==> src/rtl/cube_window_acc_if.sv <==
// Port bundle for cube_window_acc: sample input, clear, windowed-sum valid/ready output and status.
interface cube_window_acc_if #(
    parameter int unsigned IN_W  = 12,
    parameter int unsigned SUM_W = 16
);
    logic [IN_W-1:0]  cube_in;
    logic             cube_valid;
    logic             clr;
    logic [SUM_W-1:0] sum_out;
    logic             sum_valid;
    logic             sum_ready;
    logic             overflow;
    logic [7:0]       win_cnt;
    logic [3:0]       fill;

    modport master (
        output cube_in, cube_valid, clr, sum_ready,
        input  sum_out, sum_valid, overflow, win_cnt, fill
    );

    modport slave (
        input  cube_in, cube_valid, clr, sum_ready,
        output sum_out, sum_valid, overflow, win_cnt, fill
    );
endinterface

==> src/rtl/cube_window_acc.sv <==
// Sums WIN valid samples per window and offers each total on a valid/ready port.
// The input never stalls: a window completing while the output is still occupied is dropped.
module cube_window_acc #(
    parameter int unsigned WIN   = 4,
    parameter int unsigned IN_W  = 12,
    parameter int unsigned SUM_W = 16
) (
    input logic               clk,
    input logic               rst_n,
    cube_window_acc_if.slave  bus
);
    localparam logic [3:0] LastFill = 4'(WIN - 1);

    typedef enum logic {StEmpty, StFilling} acc_st_e;
    typedef enum logic {StOutEmpty, StOutFull} out_st_e;

    acc_st_e          acc_st_q, acc_st_d;
    out_st_e          out_st_q, out_st_d;
    logic [SUM_W-1:0] acc_q, acc_d;
    logic [3:0]       fill_q, fill_d;
    logic [SUM_W-1:0] sum_out_q, sum_out_d;
    logic             overflow_q, overflow_d;
    logic [7:0]       win_cnt_q, win_cnt_d;

    logic [IN_W-1:0]  cube_in_w;
    logic [SUM_W-1:0] total;
    logic             xfer;

    assign cube_in_w = bus.cube_in;
    assign total     = acc_q + SUM_W'(cube_in_w);
    assign xfer      = (out_st_q == StOutFull) && bus.sum_ready;

    always_comb begin
        acc_st_d   = acc_st_q;
        out_st_d   = out_st_q;
        acc_d      = acc_q;
        fill_d     = fill_q;
        sum_out_d  = sum_out_q;
        overflow_d = overflow_q;
        win_cnt_d  = win_cnt_q;
        if (bus.clr) begin
            // Clear wins over samples and transfers; sum_out and win_cnt are kept.
            acc_st_d   = StEmpty;
            out_st_d   = StOutEmpty;
            acc_d      = '0;
            fill_d     = '0;
            overflow_d = 1'b0;
        end else begin
            if (xfer) begin
                win_cnt_d = win_cnt_q + 8'd1;
                out_st_d  = StOutEmpty;
            end
            if (bus.cube_valid) begin
                if (fill_q == LastFill) begin
                    acc_st_d = StEmpty;
                    acc_d    = '0;
                    fill_d   = '0;
                    if (out_st_q == StOutEmpty || xfer) begin
                        sum_out_d = total;
                        out_st_d  = StOutFull;
                    end else begin
                        overflow_d = 1'b1;
                    end
                end else begin
                    acc_st_d = StFilling;
                    acc_d    = total;
                    fill_d   = fill_q + 4'd1;
                end
            end
        end
    end

    always_ff @(posedge clk or negedge rst_n) begin
        if (!rst_n) begin
            acc_st_q   <= StEmpty;
            out_st_q   <= StOutEmpty;
            acc_q      <= '0;
            fill_q     <= '0;
            sum_out_q  <= '0;
            overflow_q <= 1'b0;
            win_cnt_q  <= '0;
        end else begin
            acc_st_q   <= acc_st_d;
            out_st_q   <= out_st_d;
            acc_q      <= acc_d;
            fill_q     <= fill_d;
            sum_out_q  <= sum_out_d;
            overflow_q <= overflow_d;
            win_cnt_q  <= win_cnt_d;
        end
    end

    assign bus.sum_out   = sum_out_q;
    assign bus.sum_valid = (out_st_q == StOutFull);
    assign bus.overflow  = overflow_q;
    assign bus.win_cnt   = win_cnt_q;
    assign bus.fill      = fill_q;
endmodule

==> src/flat_wrapper.sv <==
// flat-port wrapper written by rule: the top's interface ports become plain ports
module cube_window_acc_flat 
#(
    parameter int unsigned WIN   = 4,
    parameter int unsigned IN_W  = 12,
    parameter int unsigned SUM_W = 16
)
  (clk, rst_n, bus_cube_in, bus_cube_valid, bus_clr, bus_sum_ready, bus_sum_out, bus_sum_valid, bus_overflow, bus_win_cnt, bus_fill);
  cube_window_acc_if #(.IN_W(IN_W), .SUM_W(SUM_W)) bus_i ();
  input logic clk;
  input logic rst_n;
  input wire logic [$bits(bus_i.cube_in)-1:0] bus_cube_in;
  input wire logic [$bits(bus_i.cube_valid)-1:0] bus_cube_valid;
  input wire logic [$bits(bus_i.clr)-1:0] bus_clr;
  input wire logic [$bits(bus_i.sum_ready)-1:0] bus_sum_ready;
  output wire logic [$bits(bus_i.sum_out)-1:0] bus_sum_out;
  output wire logic [$bits(bus_i.sum_valid)-1:0] bus_sum_valid;
  output wire logic [$bits(bus_i.overflow)-1:0] bus_overflow;
  output wire logic [$bits(bus_i.win_cnt)-1:0] bus_win_cnt;
  output wire logic [$bits(bus_i.fill)-1:0] bus_fill;
  assign bus_i.cube_in = bus_cube_in;
  assign bus_i.cube_valid = bus_cube_valid;
  assign bus_i.clr = bus_clr;
  assign bus_i.sum_ready = bus_sum_ready;
  assign bus_sum_out = bus_i.sum_out;
  assign bus_sum_valid = bus_i.sum_valid;
  assign bus_overflow = bus_i.overflow;
  assign bus_win_cnt = bus_i.win_cnt;
  assign bus_fill = bus_i.fill;
  cube_window_acc #(.WIN(WIN), .IN_W(IN_W), .SUM_W(SUM_W)) u_core (.clk(clk), .rst_n(rst_n), .bus(bus_i));
endmodule
==> config.mk <==
export PLATFORM = sky130hd
export DESIGN_NAME = cube_window_acc_flat
export DESIGN_NICKNAME = d
export VERILOG_FILES = /design/src/rtl/cube_window_acc_if.sv /design/src/rtl/cube_window_acc.sv /design/src/flat_wrapper.sv
export SDC_FILE = /design/constraint.sdc
export NUM_CORES = 1
export LEC_CHECK = 0
export BUFFER_PORTS_ARGS = -buffer_cell sky130_fd_sc_hd__buf_2
export CORE_AREA = 2 2 75 91
export CTS_CLUSTER_SIZE = 20
export DETAILED_ROUTE_END_ITERATION = 10
export DIE_AREA = 0 0 77 93
export REMOVE_ABC_BUFFERS = 1
export SLEW_MARGIN = 25
export SYNTH_ARGS = -nofsm -noshare
export SYNTH_HDL_FRONTEND = slang
export SYNTH_SLANG_ARGS = --single-unit
==> constraint.sdc <==
create_clock -name clk -period 3.6 [get_ports clk]
set_input_delay 0.18 -clock clk [delete_from_list [all_inputs] [get_ports clk]]
set_output_delay 0.18 -clock clk [all_outputs]
set_load 0.02 [all_outputs]
== Word level (Yosys, flattened, before mapping) ==
Index checks and enable logic that the tools add are counted.
Operators by class
  add/subtract/negate cells: 3
  eq/ne operators: 2
  multiplexer cells: 15
  bitwise logic cells: 2
  reductions and logical operators: 7
Operators with widths (number)
  $mux W16: 3
  $add A16 B12 Y16: 1
  $mux W4: 3
  $mux W1: 9
  $add A8 B1 Y8 const B: 1
  $add A4 B1 Y4 const B: 1
  $eq A4 B2 Y1 const B: 1
  $reduce_and A4 Y1: 1
  $reduce_bool A2 Y1: 2
  $reduce_and A3 Y1: 1
  $ne A2 B2 Y1 const B: 1
  $not A1 Y1: 2
  $reduce_and A2 Y1: 1
  $logic_and A1 B1 Y1: 1
  $logic_or A1 B1 Y1: 1
Storage, ports and cells
  bits in registers: 46
  input bits: 17
  word-level logic and storage cells: 35

== Longest topological paths before layout ==
  depth in word-level cells: 6
  depth in mapped cells: 8
  mapped depth without buffers: 8

== Worst setup path before layout ==
Ideal clock, no wire load.
  kind: reg-to-reg
  start: reg u_core.acc_q[0]
  end: reg u_core.sum_out_q[10] (netlist: u_core.bus.sum_out[10])
  arrival: 2.167 ns
  data required time: 3.475 ns
  path slack: 1.308 ns
  cell stages (with the launch flop): 9
  path buffers: 0
  clock period less this slack: 2.292 ns
  cell sequence: dfrtp_1 > ha_1 > fa_1 > a21o_4 > a311oi_2 > o21ai_1 > a31oi_2 > xnor2_1 > mux2_4
On the way
  cells in the longest elaborated chain, start to end: 1
RTL lines
  start, declared: RTL line cube_window_acc.sv:19  | logic [SUM_W-1:0] acc_q, acc_d;
  start signal, assigned: RTL line cube_window_acc.sv:77  | acc_q <= '0;
  start signal, assigned: RTL line cube_window_acc.sv:85  | acc_q <= acc_d;
  $add A16 B12 Y16: RTL line cube_window_acc.sv:30  | assign total = acc_q + SUM_W'(cube_in_w);
  end signal, assigned: RTL line cube_window_acc.sv:87  | sum_out_q <= sum_out_d;
  end, declared: RTL line cube_window_acc.sv:21  | logic [SUM_W-1:0] sum_out_q, sum_out_d;
Every way passes these cells.
A chain may end at the register's enable or synchronous reset.

== Worst setup path after layout ==
Ends and elaborated chain as after synthesis.

==> impl_metrics.json <==
{
  "dr.pass1.iters": 4,
  "place_congestion": 0.802,
  "port_buffers": 46,
  "crit_fanout": 3,
  "whs_ns": 0.169,
  "grt_pass1_wl_um": 8330,
  "worst_slew_margin_rel_pct": 42.4,
  "drtAntennaViolNets": 0,
  "core_um2": 6330,
  "r2r-end": "u_core.bus.sum_out[10]$_DFFE_PN0P_",
  "drc": 0,
  "timing.final.crit_share_pct": 70.6,
  "multiInputGateArea_um2": 1250,
  "clkSinkCount": 46,
  "dr.first_iter.drc_count": 65,
  "fin_nets": 306,
  "fmax_mhz": 394,
  "grt_overflow_total": 0,
  "cts_root_buffer": "clkbuf_8",
  "cp_top_family": "compound AO/OA/AOI/OAI gates",
  "synth_most_common_cell": "dfrtp_1",
  "synth_edf_count": 0,
  "dp_hpwl_um": 3550,
  "io_pins": 47,
  "fin_skew_ns": 0.00896,
  "startpoint": "u_core.acc_q[0]$_DFFE_PN0P_",
  "yosysTopAreaCell": "dfrtp_1",
  "ys_seq_area_share_pct": 46.8,
  "die_w_um": 77,
  "hold_viol_final": 0,
  "yosys-top-cells-area": "dfrtp_1, ha_1, xnor2_1",
  "synth_common_cells": "dfrtp_1, a21oi_1, nor2_1",
  "crit_path_top_delay_cell": "fa_1",
  "cp-endpoint": "u_core.bus.sum_out[10]$_DFFE_PN0P_",
  "avgRoutedWirePerCell_um": 13.6,
  "peakVddDrop_mv": 0.201,
  "grt_usage_pct": 14.6,
  "grt_max_degree": 47,
  "r2r_cells": 8,
  "antenna_found_initial": 0,
  "slew_viol_final": 0,
  "holdCritPathClass": "in -> reg",
  "regArea_um2": 1150,
  "period_needed_ns": 2.54,
  "synth_area_per_cell_um2": 10.9,
  "cts_tree": "built",
  "crit_buf_inv": 0,
  "worst_pin_slew_ns": 0.864,
  "power_density_nw_per_um2": 480,
  "power_uw": 1380,
  "synth_cell_types": 46,
  "netlist.area_leader.share_pct": 46.8,
  "crit_type": "reg -> reg",
  "synthFlopType": "dfrtp_1",
  "wirelength_um": 4910,
  "reg2reg_from": "u_core.acc_q[0]$_DFFE_PN0P_",
  "p_leak_uw": 0.00146,
  "cts_buffers": 5,
  "final.setup.tns_ns": 0,
  "dieHeight_um": 93,
  "dieArea_um2": 7160,
  "syn-instance-count": 225,
  "hp-start": "bus_clr",
  "finalSetupViolCount": 0,
  "path_cells": "ha_1 -> fa_1 -> a21o_4 -> a311oi_2 -> o21ai_1 -> a31oi_2 -> xnor2_1 -> mux2_4",
  "reg2reg_slack_ns": 1.06,
  "via_per_inst": 5.10,
  "clockBufferDepth": 2,
  "status": "completed",
  "grt_pass1_vias": 1829,
  "fill_cells": 647,
  "fin_util_pct": 45.4,
  "drive_above_1_share_pct": 26.9,
  "area_delta_synth_final_pct": 16.9,
  "synth_seq_cells": 46,
  "netlist_area_um2": 2460,
  "cts-htree-levels": 2,
  "vias": 1837,
  "cp-start-kind": "flop",
  "diodes": 0,
  "cts_resized": 0,
  "start_util_pct": 38.9,
  "slowest_delay_ns": 0.43,
  "drv_cap": 0,
  "clock_latency_ns": 0.30,
  "row_count": 32,
  "worst_ep_arrival_time_ns": 2.73,
  "worstSetupEndpointType": "flop",
  "async_reset_ff_share_pct": 100,
  "worst-path-stages": 8,
  "rsz0062_at_grt": "false",
  "clk_pin_slew_ns": 0.08,
  "worstPathRequired_ns": 3.79,
  "yosys_warnings": 0
}
kinds of logic after synthesis:
family	Yosys count	synth area share, %
multiplexers	15	6.92
buffers and inverters	12	2.34
flip-flops	46	46.8
adder cells (fa/ha/maj)	15	7.94
XOR/XNOR	22	7.84
AO/OA/AOI/OAI	55	15.9
AND/OR/NAND/NOR	60	12.2
worst min path at each step:
stage,to,cells after the start,slack [ns]
after floorplan,u_core.acc_q[0]$_DFFE_PN0P_,0,-0.12
after global placement,u_core.bus.win_cnt[5]$_DFFE_PN0P_,1,0.42
after detailed placement,u_core.bus.win_cnt[5]$_DFFE_PN0P_,1,0.22
after CTS,u_core.bus.fill[3]$_DFFE_PN0P_,2,0.17
after global routing,u_core.bus.fill[1]$_DFFE_PN0P_,2,0.19
final,u_core.bus.fill[3]$_DFFE_PN0P_,2,0.17
cell type report:
class	instances	area share [%]
clock buffers	7	3.00
flip-flops and latches	46	40.1
inverters	6	0.784
clock inverters	1	0.174
multi-input cells	167	43.6
repair buffers	48	8.71
well taps	85	3.70
routing by layer:
| layer | up-vias | track usage, % | routed length, um |
|---|---|---|---|
| met2 | 41 | 25.3 | 2410 |
| met5 | - | 0 | 0 |
| li1 | 908 | - | - |
| met1 | 882 | 18.1 | 2210 |
| met4 | 0 | 5.65 | 62 |
| met3 | 6 | 2.80 | 221 |
worst reg2reg max path, stage by stage (launching register included):
cell,delay [ns]
dfrtp_1,0.40
ha_1,0.21
fa_1,0.43
a21o_4,0.25
a311oi_2,0.42
o21ai_1,0.15
a31oi_2,0.20
xnor2_1,0.11
mux2_4,0.26
cells in the final DEF (no fill, tap or decap), drive strengths merged, types with 4 or more instances in the layout:
cell type / n
xor2: 4
clkbuf: 7
nor2: 21
ha: 14
a21o: 4
inv: 6
a22o: 11
buf: 47
mux2: 13
nand4: 4
a21oi: 22
and3: 6
dfrtp: 46
nand3: 6
o21ai: 7
xnor2: 18
nand2: 11
through the flow:
step / area [um2] / setup slack [ns] / std cells
after detailed placement: 2770 / 1.11 / 351
final: 2870 / 1.06 / 360
after floorplan: 2420 / 1.31 / 219
after global placement: 2770 / 1.12 / 351
after CTS: 2870 / 1.05 / 360
after global routing: 2870 / 0.924 / 360
sequential cells by signal, indices dropped and copies added (netlist names):
name / count
u_core.acc_q: 16
u_core.bus.fill: 4
u_core.bus.overflow: 1
u_core.bus.sum_out: 16
u_core.bus.sum_valid: 1
u_core.bus.win_cnt: 8
what timing repair did:
action                                 CTS  global route
endpoints found under the hold margin   46             0
setup buffers                            0             0
hold buffers                             1             0
power breakdown:
part	internal [uW]	switching (uW)
Combinational	181	243
Sequential	585	41.5
Clock	155	172
(Power assumes the default switching activity.)
